File: src/rtl/slv_guard_pkg.sv
// Shared types and helpers for the subordinate guard reset sequencer.
package slv_guard_pkg;

   typedef enum logic [2:0] {
      IDLE    = 3'd0,
      ISOLATE = 3'd1,
      RESET   = 3'd2,
      RELEASE = 3'd3,
      DONE    = 3'd4
   } rst_state_e;

   // Index width for n subordinates. It is never narrower than one bit, so a
   // single-subordinate build still has a usable index port.
   function automatic int unsigned idx_width(input int unsigned n);
      return (n > 1) ? $clog2(n) : 1;
   endfunction

endpackage

File: src/rtl/slv_guard_rst_ctrl.sv
// Recovery sequencer for guarded subordinates. Reset requests from the guards
// are granted one at a time in round-robin order. For each grant the
// subordinate is isolated, its reset is requested and observed, isolation is
// released, and completion is reported.
//
//  state   | meaning
//  --------+-----------------------------------------------------------------
//  IDLE    | no sequence running; arbitrates guard requests while enabled
//  ISOLATE | block traffic; wait for isolated_i or for the budget to expire
//  RESET   | drive rst_req_o; hold until status has been high long enough
//  RELEASE | reset request dropped; wait for status to fall
//  DONE    | single cycle; report completion, then back to IDLE
//
// Every output is a flop fed from the current state and the latched grant, so
// each output trails the state register by one cycle. A request reaches
// isolate_o two cycles after it is applied. iso_timeout_o is registered from
// the expiry transition, so it appears in the last cycle isolate_o is high
// without rst_req_o.
module slv_guard_rst_ctrl
   import slv_guard_pkg::*;
#(
   parameter int unsigned NumSub   = 1,
   parameter int unsigned CntWidth = 16
) (
   input  logic                             clk_i,
   input  logic                             rst_ni,
   input  logic                             ctrl_ena_i,
   input  logic [NumSub-1:0]                guard_rst_req_i,
   output logic [NumSub-1:0]                isolate_o,
   input  logic [NumSub-1:0]                isolated_i,
   output logic [NumSub-1:0]                rst_req_o,
   input  logic [NumSub-1:0]                rst_stat_i,
   input  logic [CntWidth-1:0]              iso_budget_i,
   input  logic [CntWidth-1:0]              hold_cycles_i,
   output logic                             busy_o,
   output logic                             done_o,
   output logic [idx_width(NumSub)-1:0]     done_idx_o,
   output logic                             iso_timeout_o
);

   localparam int unsigned         IdxW    = idx_width(NumSub);
   localparam logic [CntWidth-1:0] CntMax  = '1;
   localparam logic [CntWidth-1:0] CntOne  = CntWidth'(1);
   localparam logic [IdxW-1:0]     LastIdx = IdxW'(NumSub - 1);
   localparam logic [IdxW-1:0]     IdxOne  = IdxW'(1);

   rst_state_e          state_q, state_d;
   logic [CntWidth-1:0] cnt_q, cnt_d;
   logic [IdxW-1:0]     grant_q, grant_d;
   logic [IdxW-1:0]     ptr_q, ptr_d;
   logic [NumSub-1:0]   arb_req;
   logic                arb_valid;
   logic [IdxW-1:0]     arb_idx;
   logic                timeout_hit;
   logic [NumSub-1:0]   grant_sel;

   // Round-robin pick: the lowest request at or above the pointer wins.
   // Otherwise the lowest request overall wins. Requests are only seen in IDLE
   // and only while enabled.
   always_comb begin
      arb_req   = (ctrl_ena_i && (state_q == IDLE)) ? guard_rst_req_i : '0;
      arb_valid = 1'b0;
      arb_idx   = '0;
      for (int i = 0; i < NumSub; i++) begin
         if (!arb_valid && arb_req[i] && (IdxW'(i) >= ptr_q)) begin
            arb_valid = 1'b1;
            arb_idx   = IdxW'(i);
         end
      end
      for (int i = 0; i < NumSub; i++) begin
         if (!arb_valid && arb_req[i]) begin
            arb_valid = 1'b1;
            arb_idx   = IdxW'(i);
         end
      end
   end

   // Next-state logic. ISOLATE and RESET share one saturating counter.
   always_comb begin
      state_d     = state_q;
      cnt_d       = cnt_q;
      grant_d     = grant_q;
      ptr_d       = ptr_q;
      timeout_hit = 1'b0;
      case (state_q)
         IDLE: begin
            cnt_d = '0;
            if (arb_valid) begin
               grant_d = arb_idx;
               ptr_d   = (arb_idx == LastIdx) ? '0 : arb_idx + IdxOne;
               state_d = ISOLATE;
            end
         end
         ISOLATE: begin
            if (isolated_i[grant_q]) begin
               state_d = RESET;
               cnt_d   = '0;
            end else if ((iso_budget_i != '0) && (cnt_q == iso_budget_i - CntOne)) begin
               timeout_hit = 1'b1;
               state_d     = RESET;
               cnt_d       = '0;
            end else begin
               cnt_d = (cnt_q == CntMax) ? CntMax : cnt_q + CntOne;
            end
         end
         RESET: begin
            if (rst_stat_i[grant_q]) begin
               if (cnt_q >= hold_cycles_i) begin
                  state_d = RELEASE;
                  cnt_d   = '0;
               end else begin
                  cnt_d = (cnt_q == CntMax) ? CntMax : cnt_q + CntOne;
               end
            end else begin
               // A status drop before the hold is met restarts the count.
               cnt_d = '0;
            end
         end
         RELEASE: begin
            cnt_d = '0;
            if (!rst_stat_i[grant_q]) state_d = DONE;
         end
         DONE: begin
            cnt_d   = '0;
            state_d = IDLE;
         end
         default: begin
            cnt_d   = '0;
            state_d = IDLE;
         end
      endcase
   end

   // One-hot select for the latched grant.
   always_comb begin
      grant_sel          = '0;
      grant_sel[grant_q] = 1'b1;
   end

   // State, counter, grant and round-robin pointer registers.
   always_ff @(posedge clk_i or negedge rst_ni) begin
      if (!rst_ni) begin
         state_q <= IDLE;
         cnt_q   <= '0;
         grant_q <= '0;
         ptr_q   <= '0;
      end else begin
         state_q <= state_d;
         cnt_q   <= cnt_d;
         grant_q <= grant_d;
         ptr_q   <= ptr_d;
      end
   end

   // Registered outputs, decoded from the current state and the grant.
   always_ff @(posedge clk_i or negedge rst_ni) begin
      if (!rst_ni) begin
         isolate_o     <= '0;
         rst_req_o     <= '0;
         busy_o        <= 1'b0;
         done_o        <= 1'b0;
         done_idx_o    <= '0;
         iso_timeout_o <= 1'b0;
      end else begin
         isolate_o     <= (state_q inside {ISOLATE, RESET, RELEASE}) ? grant_sel : '0;
         rst_req_o     <= (state_q == RESET) ? grant_sel : '0;
         busy_o        <= (state_q != IDLE);
         done_o        <= (state_q == DONE);
         iso_timeout_o <= timeout_hit;
         if (state_q == DONE) done_idx_o <= grant_q;
      end
   end

   a_iso_onehot0: assert property (@(posedge clk_i) disable iff (!rst_ni)
      $onehot0(isolate_o));
   a_rst_onehot0: assert property (@(posedge clk_i) disable iff (!rst_ni)
      $onehot0(rst_req_o));
   a_rst_implies_iso: assert property (@(posedge clk_i) disable iff (!rst_ni)
      ((rst_req_o & ~isolate_o) == '0));

endmodule

File: config.mk
export PLATFORM = sky130hd
export DESIGN_NAME = slv_guard_rst_ctrl
export DESIGN_NICKNAME = d
export VERILOG_FILES = /design/src/rtl/slv_guard_pkg.sv /design/src/rtl/slv_guard_rst_ctrl.sv
export SDC_FILE = /design/constraint.sdc
export NUM_CORES = 1
export LEC_CHECK = 0
export CAP_MARGIN = 20
export CORE_MARGIN = 2
export CORE_UTILIZATION = 30
export CTS_CLUSTER_DIAMETER = 30
export DETAILED_ROUTE_END_ITERATION = 10
export PLACE_DENSITY = 0.53
export SLEW_MARGIN = 10
export SYNTH_ARGS = -nofsm -noshare
export SYNTH_HDL_FRONTEND = slang
export SYNTH_SLANG_ARGS = --single-unit
File: constraint.sdc
create_clock -name clk_i -period 4.1 [get_ports clk_i]
set_input_delay 0.41 -clock clk_i [delete_from_list [all_inputs] [get_ports clk_i]]
set_output_delay 0.41 -clock clk_i [all_outputs]
set_load 0.005 [all_outputs]
# ---- Word-level counts from Yosys, hierarchy flattened
# Cells that the tools add are included.
dict set report word_totals {
  wordCells 51
  in_bits 38
  output_inout_bits 6
  mem_count 0
  ff_bits 24
  ramBits 0
  latchBits 0
  rom_bits 0
}
dict set report classes {
  shift 0
  n_addsub 2
  bitwise 0
  muxes 21
  div_mod_pow 0
  eq_ne 11
  magnitude_cmp 1
  n_mul 0
  reduce_logical 9
}
# operator n
set ops {}
lappend ops {{$mux 16} 5}
lappend ops {{$pmux 16 s2} 1}
lappend ops {{$mux 3} 6}
lappend ops {{$add 16x1->16 const B} 1}
lappend ops {{$eq 16x16->1} 1}
lappend ops {{$eq 16x16->1 const B} 1}
lappend ops {{$ge 16x16->1} 1}
lappend ops {{$reduce_bool 16->1} 1}
lappend ops {{$sub 16x1->16 const B} 1}
lappend ops {{$pmux 3 s4} 1}
lappend ops {{$mux 1} 8}
lappend ops {{$ne 2x2->1 const B} 4}
lappend ops {{$eq 3x2->1 const B} 2}
lappend ops {{$reduce_bool 3->1} 2}
lappend ops {{$reduce_and 5->1} 1}
lappend ops {{$eq 3x1->1 const B} 1}
lappend ops {{$eq 3x3->1 const B} 1}
lappend ops {{$logic_and 1x1->1} 3}
lappend ops {{$logic_not 3->1} 1}
lappend ops {{$ne 3x3->1 const B} 1}
lappend ops {{$logic_not 1->1} 1}

# ---- Longest topological paths before layout
# Gate-level depths: netlist of run 1.
dict set report logic_depth {
  depth_word 9
  depth_mapped 12
  ltp_nobuf 9
}

# ---- Least setup slack after synthesis of run 1
# No wires, ideal clock.
dict set report synth_timing {
  path_type {input -> register}
  start {input port iso_budget_i[0]}
  end {register state_q[0]}
  n_path_buf 3
  arrival_ns 2.642
  setup_ns 0.132
  required_ns 3.968
  stages 12
  setup_slack_ns 1.326
  cell_sequence {inv_1 > ha_1 > buf_4 > or4b_1 > buf_2 > o21a_1 > or3_1 > a221oi_2 > nand4_2 > o21ai_4 > buf_6 > o211ai_2}
}
dict set report synth_between {
  elab_chain_cells 5
  elab_cells_between_ends 6
  classes_between {add/sub: 1; eq/ne: 2; reduce/logical: 3}
}
# item line_no
set synth_lines {}
lappend synth_lines {{from (decl)} slv_guard_rst_ctrl.sv:33} ;# input logic [CntWidth-1:0] iso_budget_i,
lappend synth_lines {{$sub 16x1->16} slv_guard_rst_ctrl.sv:98} ;# end else if ((iso_budget_i != '0) && (cnt_q == iso_budget_i - CntOne)) begin
lappend synth_lines {{$eq 16x16->1} slv_guard_rst_ctrl.sv:98}
lappend synth_lines {{$logic_and 1x1->1 (*)} slv_guard_rst_ctrl.sv:98}
lappend synth_lines {{$ne 3x3->1 (no source line) (*)} -}
lappend synth_lines {{$reduce_and 5->1 (no source line) (*)} -}
lappend synth_lines {{to (signal assigned)} slv_guard_rst_ctrl.sv:148} ;# state_q <= state_d;
lappend synth_lines {{to (decl)} slv_guard_rst_ctrl.sv:47} ;# rst_state_e state_q, state_d;
# Every way passes the cells marked *; elsewhere a longest branch is shown, timed or not.
# A chain may end at the register's enable or synchronous reset.

# ---- Worst setup path after layout of run 1
dict set report layout_timing {
  start {input port iso_budget_i[0]}
  end {register cnt_q[0]}
}
dict set report layout_between {
  elab_chain_cells 6
  elab_cells_between_ends 7
  classes_between {add/sub: 1; eq/ne: 1; mux: 3; reduce/logical: 2}
}
# item line_no
set layout_lines {}
lappend layout_lines {{$sub 16x1->16} slv_guard_rst_ctrl.sv:98}
lappend layout_lines {{$eq 16x16->1} slv_guard_rst_ctrl.sv:98}
lappend layout_lines {{$logic_and 1x1->1 (*)} slv_guard_rst_ctrl.sv:98}
lappend layout_lines {{$mux 16 (*)} slv_guard_rst_ctrl.sv:98}
lappend layout_lines {{$mux 16 (*)} slv_guard_rst_ctrl.sv:95} ;# if (isolated_i[grant_q]) begin
lappend layout_lines {{$pmux 16 s2 (*)} slv_guard_rst_ctrl.sv:85} ;# case (state_q)
lappend layout_lines {{named net cnt_d[0]} slv_guard_rst_ctrl.sv:48} ;# logic [CntWidth-1:0] cnt_q, cnt_d;
lappend layout_lines {{to (signal assigned)} slv_guard_rst_ctrl.sv:149} ;# cnt_q <= cnt_d;
lappend layout_lines {{to (decl)} slv_guard_rst_ctrl.sv:48}
# Mark *: on every way through the listed nets, which the timed path passes. The rest lies on a longest branch.

==> key figures, run 1 <==
Outcome
  • Status: completed

Clocking
  • CTS sink cnt: 24
  • CTS tree: yes
  • Setup Fix Bufs, Post-CTS: 0
  • Root Driver: clkbuf_8
  • Worst-Skew Late Latency: 0.26 ns
  • Post-CTS resize count: 0
  • Cts hold-fix bufs: 0
  • Clk slew on worst S/H paths: approximately 0.080 ns
  • Clock buffer count from CTS: 3
  • CTS H-tree depth: 1
  • Clk buf depth: 2

Logic synthesis
  • Area leader, netlist: dfrtp_1
  • Synthesized area per cell: roughly 8.0 um^2
  • Register area share after synthesis: between 20% and 30%
  • FF+latch count, synth: 24
  • Synth Net Count: roughly 330
  • Post-synth EDFFs: 0
  • Area share of the largest cell type after synthesis: between 20% and 30%
  • Ys flop type: dfrtp_1
  • Synth Warn #: 0
  • Syn Inst Count: about 280
  • Ys async rst share: between 90% and 100%
  • Distinct cells, synth: slightly below 50
  • Area contributors post-synth: dfrtp_1 27%, ha_1 11%, a21oi_1 5.7%
  • Synthesized area: between 2000 and 2500 um^2

Power
  • Internal power: roughly 500 uW
  • Switch Pwr: ~270 uW
  • Sequential share of power: 40.2%
  • Clock power frac: 20.6%
  • Switch share: 35.0%
  • Overall Power: around 770 uW
  • Peak ir drop on the vdd network: ~0.13 mV
  • Comb power frac: around 40%
  • Leakage: roughly 1.2 nW
  • Power per Cell Area: around 280 nW/um^2

Critical path
  • Worst R2R Setup Slack: between 1 and 1.5 ns
  • CP Buf/Inv Count: 2
  • Worst EP required: between 4 and 5 ns
  • Crit Path Category: in -> reg
  • Crit-path leading delay family: simple AND/OR/NAND/NOR gates
  • Worst Path Max Fanout: 17
  • Crit path max-delay cell type: or4b_1
  • Critical path, cell by cell: clkdlybuf4s50_1 -> inv_1 -> ha_1 -> or4b_1 -> o21a_1 -> or3_1 -> a221oi_2 -> nand4_2 -> o21ai_4 -> a2bb2oi_1
  • Reg-to-Reg Start: cnt_q[0]
  • Crit. End Element: flip-flop
  • CP arrival: 3.53 ns
  • Crit path launch: iso_budget_i[0]
  • Startpoint Class: input pin
  • Max incr delay on CP: between 0.6 and 0.7 ns

GRT
  • Global route overflow: 0
  • Initial antenna violation count: 0
  • GR Util met2: a little over a quarter
  • GRT Total Usage: roughly 15%
  • Pin count of the biggest net entering global routing: 18
  • First-pass GRT wire length: roughly 9.5 mm
  • Busiest grt layer: met2
  • Global routing usage on met1: 20.4%
  • Grt met3 use: 1.19%
  • Vias in the first global route: about 2000

Placement
  • Pre-CTS setup slack: 0.445 ns
  • Placed cell count: just over 400
  • DP HPWL: 4.66 mm
  • Port Buffers: between 40 and 50
  • Final GP Congestion: around 0.82
  • Placed cell area: between 2000 and 3000 um^2

Timing
  • Relative slew slack: a little under half
  • RSZ-0062 raised after global routing: false
  • Final hold vios: 0
  • Final setup viols: 0
  • Pins Over Slew Limit: 0
  • Tcrit/Tclk final: 83.1%
  • Final min period: approximately 3.4 ns
  • Actual slew at the worst max-slew pin: ~0.8 ns
  • Post-route worst setup slack: approximately 0.69 ns
  • F_max: approximately 0.3 GHz
  • Min Hold Slack: between 0.5 and 0.6 ns
  • Setup TNS Final: 0 ns
  • Post-Route Skew: 0.00284 ns

Floorplan
  • Row count: 31
  • Core ar.: roughly 7200 um^2
  • I/O Pins: between 40 and 50
  • Die H: 89.6 um
  • Die W: between 80 and 90 um
  • Starting Density: between 30% and 40%
  • Die area: 8030 um^2

Route
  • DR vias/cell: between 5 and 6
  • Final WL: 5.78 mm
  • Via count: between 2000 and 2500
  • First drt pass iteration count: 4
  • Routed Antenna Nets: 0
  • Routed len/inst: approximately 14 um
  • Initial DRC Count: 94
  • Drc violations: 0

Cells and area
  • # fillers: approximately 750
  • Finished Layout Cells: around 410
  • Multi-input gate area: between 1000 and 1500 um^2
  • Synthesis-to-finish area growth: 26.2%
  • Most frequent cells in the layout: 42 x clkdlybuf4s50_1, 28 x nor2_1, 25 x a21oi_1
  • Share of layout cells above drive strength 1: under 10%
  • Post-Layout Inst Area: around 2800 um^2
  • Reg area: 601 um^2
  • Antenna cells: 0
  • Layout Nets: between 300 and 400
  • Final Core Density: 38.7%
  • Commonest non-fill, non-tap cell in the layout: clkdlybuf4s50_1

Worst hold path
  • Worst hold path startpoint: state_q[2]
  • HP Class: reg -> reg

Flow run
  • Maxcap violations: 0
==> synth_stat cells, drive strengths merged, types with 2 or more instances <==
cell / count
nor3b: 2
a221oi: 2
nor4: 3
nor3: 12
or4: 2
nand3: 14
nand2b: 4
a211o: 2
o21ai: 11
or3: 4
ha: 19
xnor2: 14
o211ai: 5
nand2: 19
a21oi: 25
a211oi: 4
mux2i: 3
xor2: 11
dfrtp: 24
and3: 5
nor2: 28
buf: 4
o41ai: 2
and4: 2
inv: 23
or2: 3
clkbuf: 6
and2: 2
nand4: 6
==> layer usage <==
| layer | wire length (um) | part of all wire, % |
|---|---|---|
| met5 | 0 | 0 |
| met4 | 104 | 1.8 |
| met3 | 199 | 3.4 |
| met2 | 2780 | 48 |
| met1 | 2690 | 47 |
==> power groups by stage <==
stage	logic [mW]	clock network, mW	registers (mW)
CTS	0.304	0.164	0.310
global placement	0.304	0	0.314
finish	0.301	0.159	0.310
global route	0.347	0.174	0.317
floorplan	0.200	0	0.299
detailed placement	0.302	0	0.314
==> cell type report <==
cell class | instances | area share (%)
Clock buffer | 4 | 1.98
Inverter | 23 | 3.11
Multi-Input combinational cell | 218 | 52.5
Sequential cell | 24 | 21.7
Tap cell | 99 | 4.47
Timing Repair Buffer | 46 | 16.2
==> flip-flops by register name, summed over array words and instances, names as in the netlist <==
| name | cells |
|---|---|
| cnt_q | 16 |
| isolate_o | 1 |
| done_o | 1 |
| state_q | 3 |
| iso_timeout_o | 1 |
| busy_o | 1 |
| rst_req_o | 1 |
==> worst register-to-register path: stages (launching register included) <==
cell and delay [ns]:
dfrtp_1 0.44, inv_1 0.09, ha_1 0.27, nand2b_1 0.13, a211oi_1 0.22, o21ai_0 0.13
a211o_1 0.32, a21boi_0 0.35, nand2_1 0.44, a21oi_1 0.27
==> path summary, 6_finish.rpt <==
check                                endpoint  cells after the start
worst min register to register      isolate_o                      1
worst max-delay path                 cnt_q[0]                     10
max in group asynchronous            cnt_q[5]                      2
worst min-delay path                isolate_o                      1
min in group asynchronous       iso_timeout_o                      1
worst max register to register       cnt_q[9]                      9
==> kinds of logic (layout without fill, tap and decap cells) <==
| family | after synthesis | in the layout | share of synthesized area [%] |
|---|---|---|---|
| compound gates | 63 | 63 | 19.5 |
| xor+xnor | 25 | 25 | 9.96 |
| fa+ha+maj | 19 | 19 | 10.8 |
| buf+inv | 33 | 73 | 6.37 |
| flops | 24 | 24 | 27.3 |
| mux | 3 | 3 | 1.37 |
| other cells | 1 | 1 | 0.171 |
| simple gates | 107 | 107 | 24.5 |
Power figures use the tool's default switching activity.
==> run 2, diff against run 1 <==
==> constraint.sdc (replaced) <==
create_clock -name clk_i -period 3.6 [get_ports clk_i]
set_input_delay 0.36 -clock clk_i [delete_from_list [all_inputs] [get_ports clk_i]]
set_output_delay 0.36 -clock clk_i [all_outputs]
set_load 0.005 [all_outputs]
==> key figures, run 2 (synthesized netlist as in run 1, its figures left out) <==
Critical path
  • Crit-path leading delay family: simple AND/OR/NAND/NOR gates
  • Max incr delay on CP: 0.59 ns (-0.02 ns)
  • Crit path launch: iso_budget_i[1]
  • Crit path max-delay cell type: or4b_1
  • Startpoint Class: input pin
  • Worst EP required: 3.72 ns (-0.50 ns)
  • CP arrival: 3.14 ns (-0.39 ns)
  • WP depth: 11 (+1)
  • Worst Path Max Fanout: 17 (unchanged)
  • R2r worst-path depth: 9 (unchanged)
  • Critical path, cell by cell: clkdlybuf4s50_1 -> inv_1 -> ha_1 -> or4b_1 -> o21a_1 -> or3_1 -> a221oi_2 -> nand4_2 -> o21ai_4 -> buf_12 -> a2bb2oi_1
  • Worst R2R Setup Slack: 0.88 ns (-0.48 ns)
  • Reg-to-Reg Start: cnt_q[0]
  • Worst Setup EP: cnt_q[0]
  • RR Endpoint: cnt_q[1]
  • Crit Path Category: in -> reg
  • CP Buf/Inv Count: 3 (+1)
  • Crit. End Element: flip-flop

Worst hold path
  • HP Class: in -> async

Floorplan
  • Row count: 31 (unchanged)
  • Core ar.: 7180 um^2 (unchanged)
  • Die W: 89.6 um (unchanged)
  • I/O Pins: 44 (unchanged)
  • Die area: 8030 um^2 (unchanged)
  • Die H: 89.6 um (unchanged)
  • Starting Density: 30.6% (unchanged)

Cells and area
  • Commonest non-fill, non-tap cell in the layout: clkdlybuf4s50_1
  • Share of layout cells above drive strength 1: 6.27% (+1.2 points)
  • Max FFs per register: 16 (unchanged)
  • Layout Nets: 378 (+1.3%)
  • Synthesis-to-finish area growth: 27.8%
  • Largest registers: cnt_q (16), state_q (3)
  • Most frequent cells in the layout: 42 x clkdlybuf4s50_1, 28 x nor2_1, 25 x a21oi_1
  • Post-Layout Inst Area: 2810 um^2 (+1.3%)
  • Biggest register: cnt_q
  • Antenna cells: 0 (unchanged)
  • # fillers: 743 (-1.2%)

Clocking
  • Clk slew on worst S/H paths: 0.09 ns (about the same)
  • Cts hold-fix bufs: 0 (unchanged)
  • CTS tree: yes
  • CTS sink cnt: 24 (unchanged)
  • Clock buffer count from CTS: 3 (unchanged)
  • Setup Fix Bufs, Post-CTS: 0 (unchanged)
  • Worst-Skew Late Latency: 0.26 ns (about the same)
  • Clk buf depth: 2 (unchanged)
  • CTS H-tree depth: 1 (unchanged)
  • Post-CTS resize count: 0 (unchanged)
  • Root Driver: clkbuf_8

Timing
  • Pins Over Slew Limit: 0 (unchanged)
  • Final min period: about 3.0 ns
  • Final setup viols: 0 (unchanged)
  • Setup TNS Final: 0 ns (unchanged)
  • Tcrit/Tclk final: 83.8%
  • Final hold vios: 0 (unchanged)
  • RSZ-0062 raised after global routing: false
  • Actual slew at the worst max-slew pin: 0.576 ns (-0.228 ns)
  • Post-Route Skew: 0.00652 ns (+0.00368 ns)
  • F_max: approximately 0.33 GHz
  • Relative slew slack: 61.2% (+15 points)

Route
  • Via count: 2097 (+0.87%)
  • Initial DRC Count: 113 (+20%)
  • DR vias/cell: 5.02 (about the same)
  • Drc violations: 0 (unchanged)
  • First drt pass iteration count: 4 (unchanged)
  • Routed Antenna Nets: 0 (unchanged)
  • Final WL: 5.68 mm (-1.7%)
  • Routed len/inst: 13.6 um (-2.7%)

GRT
  • First-pass GRT wire length: 9.41 mm (-0.73%)
  • GRT Total Usage: 15.0% (-0.16 points)
  • Vias in the first global route: 2048 (+2.1%)
  • Pin count of the biggest net entering global routing: 25 (+7)
  • Global route overflow: 0 (unchanged)
  • Initial antenna violation count: 0 (unchanged)

Placement
  • DP HPWL: 4.50 mm (-3.6%)
  • Placed cell area: 2770 um^2 (+1.8%)
  • Final GP Congestion: 0.902 (+9.9%)
  • Port Buffers: 42 (unchanged)

Outcome
  • Status: completed

Power
  • Peak ir drop on the vdd network: 0.164 mV (+24%)
  • Leakage: 1.23 nW (+2.1%)
  • Power per Cell Area: 309 nW/um^2 (+11%)

Flow run
  • Maxcap violations: 0 (unchanged)
## run 2: cell count changes in the layout (fill, tap and decap cells not counted)
cell / before / now
buf_12: 0 / 1
buf_4: 4 / 8
clkbuf_8: 4 / 3
## run 2: worst min path at each step
stage,start,endpoint,depth (start not counted)
4_1_cts,rst_ni,iso_timeout_o,2
3_5_place_dp,state_q[2],isolate_o,1
3_3_place_gp,state_q[2],isolate_o,1
5_1_grt,rst_ni,iso_timeout_o,2
2_1_floorplan,rst_ni,busy_o,0
6_report,rst_ni,iso_timeout_o,2
## run 2: report_power, final
part	leakage, nW	switching, mW	internal (mW)
clock	0.0216	0.0834	0.0748
sequential	0.321	0.0434	0.309
combinational	0.885	0.184	0.175
total	1.23	0.310	0.559
## run 2: layout make-up
| class | instances | area, um^2 | area share (%) |
|---|---|---|---|
| Multi-Input combinational cell | 218 | 1460 | 51.9 |
| Sequential cell | 24 | 601 | 21.4 |
| Timing Repair Buffer | 51 | 500 | 17.8 |
| Tap cell | 99 | 124 | 4.41 |
| Inverter | 23 | 86.3 | 3.07 |
| Clock buffer | 3 | 41.3 | 1.47 |
## run 2: metrics by stage
step                power, mW  hold WS (ns)  util, %  std cells  worst slack (ns)
global placement        0.716         0.507     38.6        415             0.384
global route            0.944         0.485     39.2        418             0.354
detailed placement      0.718         0.507     38.6        415             0.327
floorplan               0.568        0.0644        -        275             0.876
finish                  0.870         0.445     39.2        418             0.581
CTS                     0.878         0.459     39.2        418             0.601
## run 2: metal layers
layer  routed length, um  track usage [%]  vias up
li1                    -                -     1080
met1                2720             20.0      957
met2                2660             25.7       49
met3                 173             1.10       11
met4                 129             5.16        0
met5                   0                0        -
==> run 3, diff against run 2 <==
--- a/config.mk
+++ b/config.mk
@@ -10,7 +10,7 @@
 export CORE_UTILIZATION = 30
 export CTS_CLUSTER_DIAMETER = 30
 export DETAILED_ROUTE_END_ITERATION = 10
-export PLACE_DENSITY = 0.53
+export PLACE_DENSITY = 0.55
 export SLEW_MARGIN = 10
 export SYNTH_ARGS = -nofsm -noshare
 export SYNTH_HDL_FRONTEND = slang
==> constraint.sdc (replaced) <==
create_clock -name clk_i -period 2.5 [get_ports clk_i]
set_input_delay 0.25 -clock clk_i [delete_from_list [all_inputs] [get_ports clk_i]]
set_output_delay 0.25 -clock clk_i [all_outputs]
set_load 0.005 [all_outputs]
==> key figures, run 3 (synthesized netlist as in run 1, its figures left out) <==
Outcome
  • Status: completed

Placement
  • Port Buffers: 42 (unchanged)
  • Pre-CTS setup slack: -0.614 ns (-0.942 ns)
  • DP HPWL: 4.86 mm (+8.1%)
  • Final GP Congestion: 0.793 (-12%)

Timing
  • Final setup viols: 0 (unchanged)
  • F_max: 0.416 GHz
  • Pins Over Slew Limit: 0 (unchanged)
  • Final hold vios: 0 (unchanged)
  • Post-route worst setup slack: 0.0937 ns (-0.488 ns)
  • Min Hold Slack: 0.345 ns (-0.0999 ns)
  • Tcrit/Tclk final: between 90 and 100%
  • Post-Route Skew: 0.00160 ns (-0.00492 ns)
  • Final min period: about 2.4 ns
  • Setup TNS Final: 0 ns (unchanged)

Route
  • Drc violations: 0 (unchanged)
  • Routed len/inst: 13.5 um (-0.57%)
  • First drt pass iteration count: 4 (unchanged)
  • Routed Antenna Nets: 0 (unchanged)
  • Initial DRC Count: 87 (-23%)
  • Final WL: 6.27 mm (+10%)
  • DR vias/cell: 4.84 (-3.4%)
  • Via count: 2248 (+7.2%)

Power
  • Sequential share of power: 35.3% (-5.3 points)
  • Leakage: 1.53 nW (+24%)
  • Switch Pwr: 503 uW (+62%)
  • Power per Cell Area: 420 nW/um^2 (+36%)
  • Clock power frac: 15.6% (-2.6 points)
  • Switch share: 35.4% (-0.29 points)
  • Peak ir drop on the vdd network: 0.254 mV (+55%)
  • Comb power frac: 49.1% (+7.9 points)
  • Internal power: 917 uW (+64%)

Flow run
  • Maxcap violations: 0 (unchanged)

Cells and area
  • Most frequent cells in the layout: 49 x buf_4, 35 x clkdlybuf4s50_1, 28 x nor2_1
  • Max FFs per register: 16 (unchanged)
  • Commonest non-fill, non-tap cell in the layout: buf_4
  • Antenna cells: 0 (unchanged)
  • Share of layout cells above drive strength 1: 25.5% (+19 points)
  • Largest registers: cnt_q (16), state_q (3)
  • Layout Nets: 424 (+12%)
  • Biggest register: cnt_q
  • Synthesis-to-finish area growth: 53.7%

Critical path
  • Startpoint Class: input pin
  • Crit Path Category: in -> reg
  • Max incr delay on CP: 0.58 ns (about the same)
  • Worst Path Max Fanout: 8 (-9)
  • Critical path, cell by cell: clkdlybuf4s15_1 -> or4b_4 -> o21a_1 -> or3_1 -> a221oi_2 -> nand4_4 -> o21ai_4 -> buf_12 -> buf_16 -> a21oi_2
  • Crit. End Element: flip-flop
  • Crit-path leading delay family: simple AND/OR/NAND/NOR gates
  • Worst EP required: 2.65 ns (-1.07 ns)
  • CP arrival: 2.55 ns (-0.59 ns)
  • Crit path max-delay cell type: or4b_4
  • CP Buf/Inv Count: 3 (unchanged)

Floorplan
  • I/O Pins: 44 (unchanged)
  • Die area: 8030 um^2 (unchanged)
  • Row count: 31 (unchanged)
  • Core ar.: 7180 um^2 (unchanged)
  • Die W: 89.6 um (unchanged)
  • Starting Density: 30.6% (unchanged)
  • Die H: 89.6 um (unchanged)

GRT
  • GRT Total Usage: 16.8% (+1.8 points)
  • Pin count of the biggest net entering global routing: 25 (unchanged)
  • Vias in the first global route: 2321 (+13%)
  • First-pass GRT wire length: 10.5 mm (+12%)
  • Initial antenna violation count: 0 (unchanged)
  • Global route overflow: 0 (unchanged)

Clocking
  • Clk buf depth: 2 (unchanged)
  • Clk slew on worst S/H paths: 0.08 ns (about the same)
  • Worst-Skew Late Latency: 0.26 ns (about the same)
  • CTS tree: yes
  • Root Driver: clkbuf_8
  • CTS H-tree depth: 1 (unchanged)
  • Clock buffer count from CTS: 3 (unchanged)
  • CTS sink cnt: 24 (unchanged)
  • Cts hold-fix bufs: 0 (unchanged)

Worst hold path
  • HP Class: in -> async
run 3: repair_timing:
| item | 4_1_cts | 5_1_grt |
|---|---|---|
| pin swaps | 11 | 11 |
| gates cloned | 2 | 0 |
| gates resized for setup | 32 | 22 |
| setup buffers | 8 | 3 |
| setup endpoints to repair | 19 | 19 |
| endpoints found under the hold margin | 0 | 0 |
run 3: power groups by stage:
stage | Sequential (mW) | Combinational [mW] | Clock [mW]
floorplan | 0.490 | 0.334 | 0
global placement | 0.507 | 0.588 | 0
detailed placement | 0.509 | 0.593 | 0
CTS | 0.501 | 0.685 | 0.231
global route | 0.511 | 0.765 | 0.250
finish | 0.502 | 0.697 | 0.222
run 3: layer usage:
layer | part of all wire [%] | vias up | global-route usage (%) | routed length [um]
met4 | 0.54 | 0 | 3.39 | 34
met1 | 47 | 1056 | 22.2 | 2920
met3 | 2.9 | 2 | 1.19 | 181
met5 | 0 | - | 0 | 0
met2 | 50 | 31 | 30.3 | 3130
li1 | - | 1159 | - | -
run 3: path summary, 6_finish.rpt:
| kind | startpoint | end | slack, ns | depth (start not counted) |
|---|---|---|---|---|
| max | iso_budget_i[2] | cnt_q[13] | 0.09 | 10 |
| min | rst_ni | rst_req_o | 0.35 | 2 |
| max reg2reg | cnt_q[2] | cnt_q[13] | 0.21 | 10 |
| min reg2reg | state_q[2] | isolate_o | 0.51 | 1 |
| max in group asynchronous | rst_ni | cnt_q[2] | 1.89 | 2 |
| min in group clk_i | state_q[2] | isolate_o | 0.51 | 1 |
run 3: per-stage QoR:
stage / std cells / utilization, % / power [mW] / area (um^2)
floorplan: 275 / - / 0.824 / 2250
global placement: 450 / 42.8 / 1.10 / 3070
detailed placement: 450 / 42.8 / 1.10 / 3070
CTS: 462 / 46.0 / 1.42 / 3300
global route: 464 / 47.1 / 1.53 / 3380
finish: 464 / 47.1 / 1.42 / 3380
run 3: area by class of cell:
type / instances / area, um^2
repair buffers: 97 / 908
clock buffers: 3 / 41.3
flip-flops and latches: 24 / 602
well taps: 99 / 124
multi-input cells: 218 / 1600
fillers: 695 / 3800
inverters: 23 / 104
run 3: worst register-to-register path: stages (launching register included):
cell and delay [ns]:
dfrtp_2 0.49, o21ba_2 0.22, a221oi_1 0.29, a41oi_1 0.11, nor4_2 0.31, buf_4 0.16
nand4_4 0.09, o21ai_4 0.17, buf_12 0.15, buf_16 0.13, a21oi_2 0.06
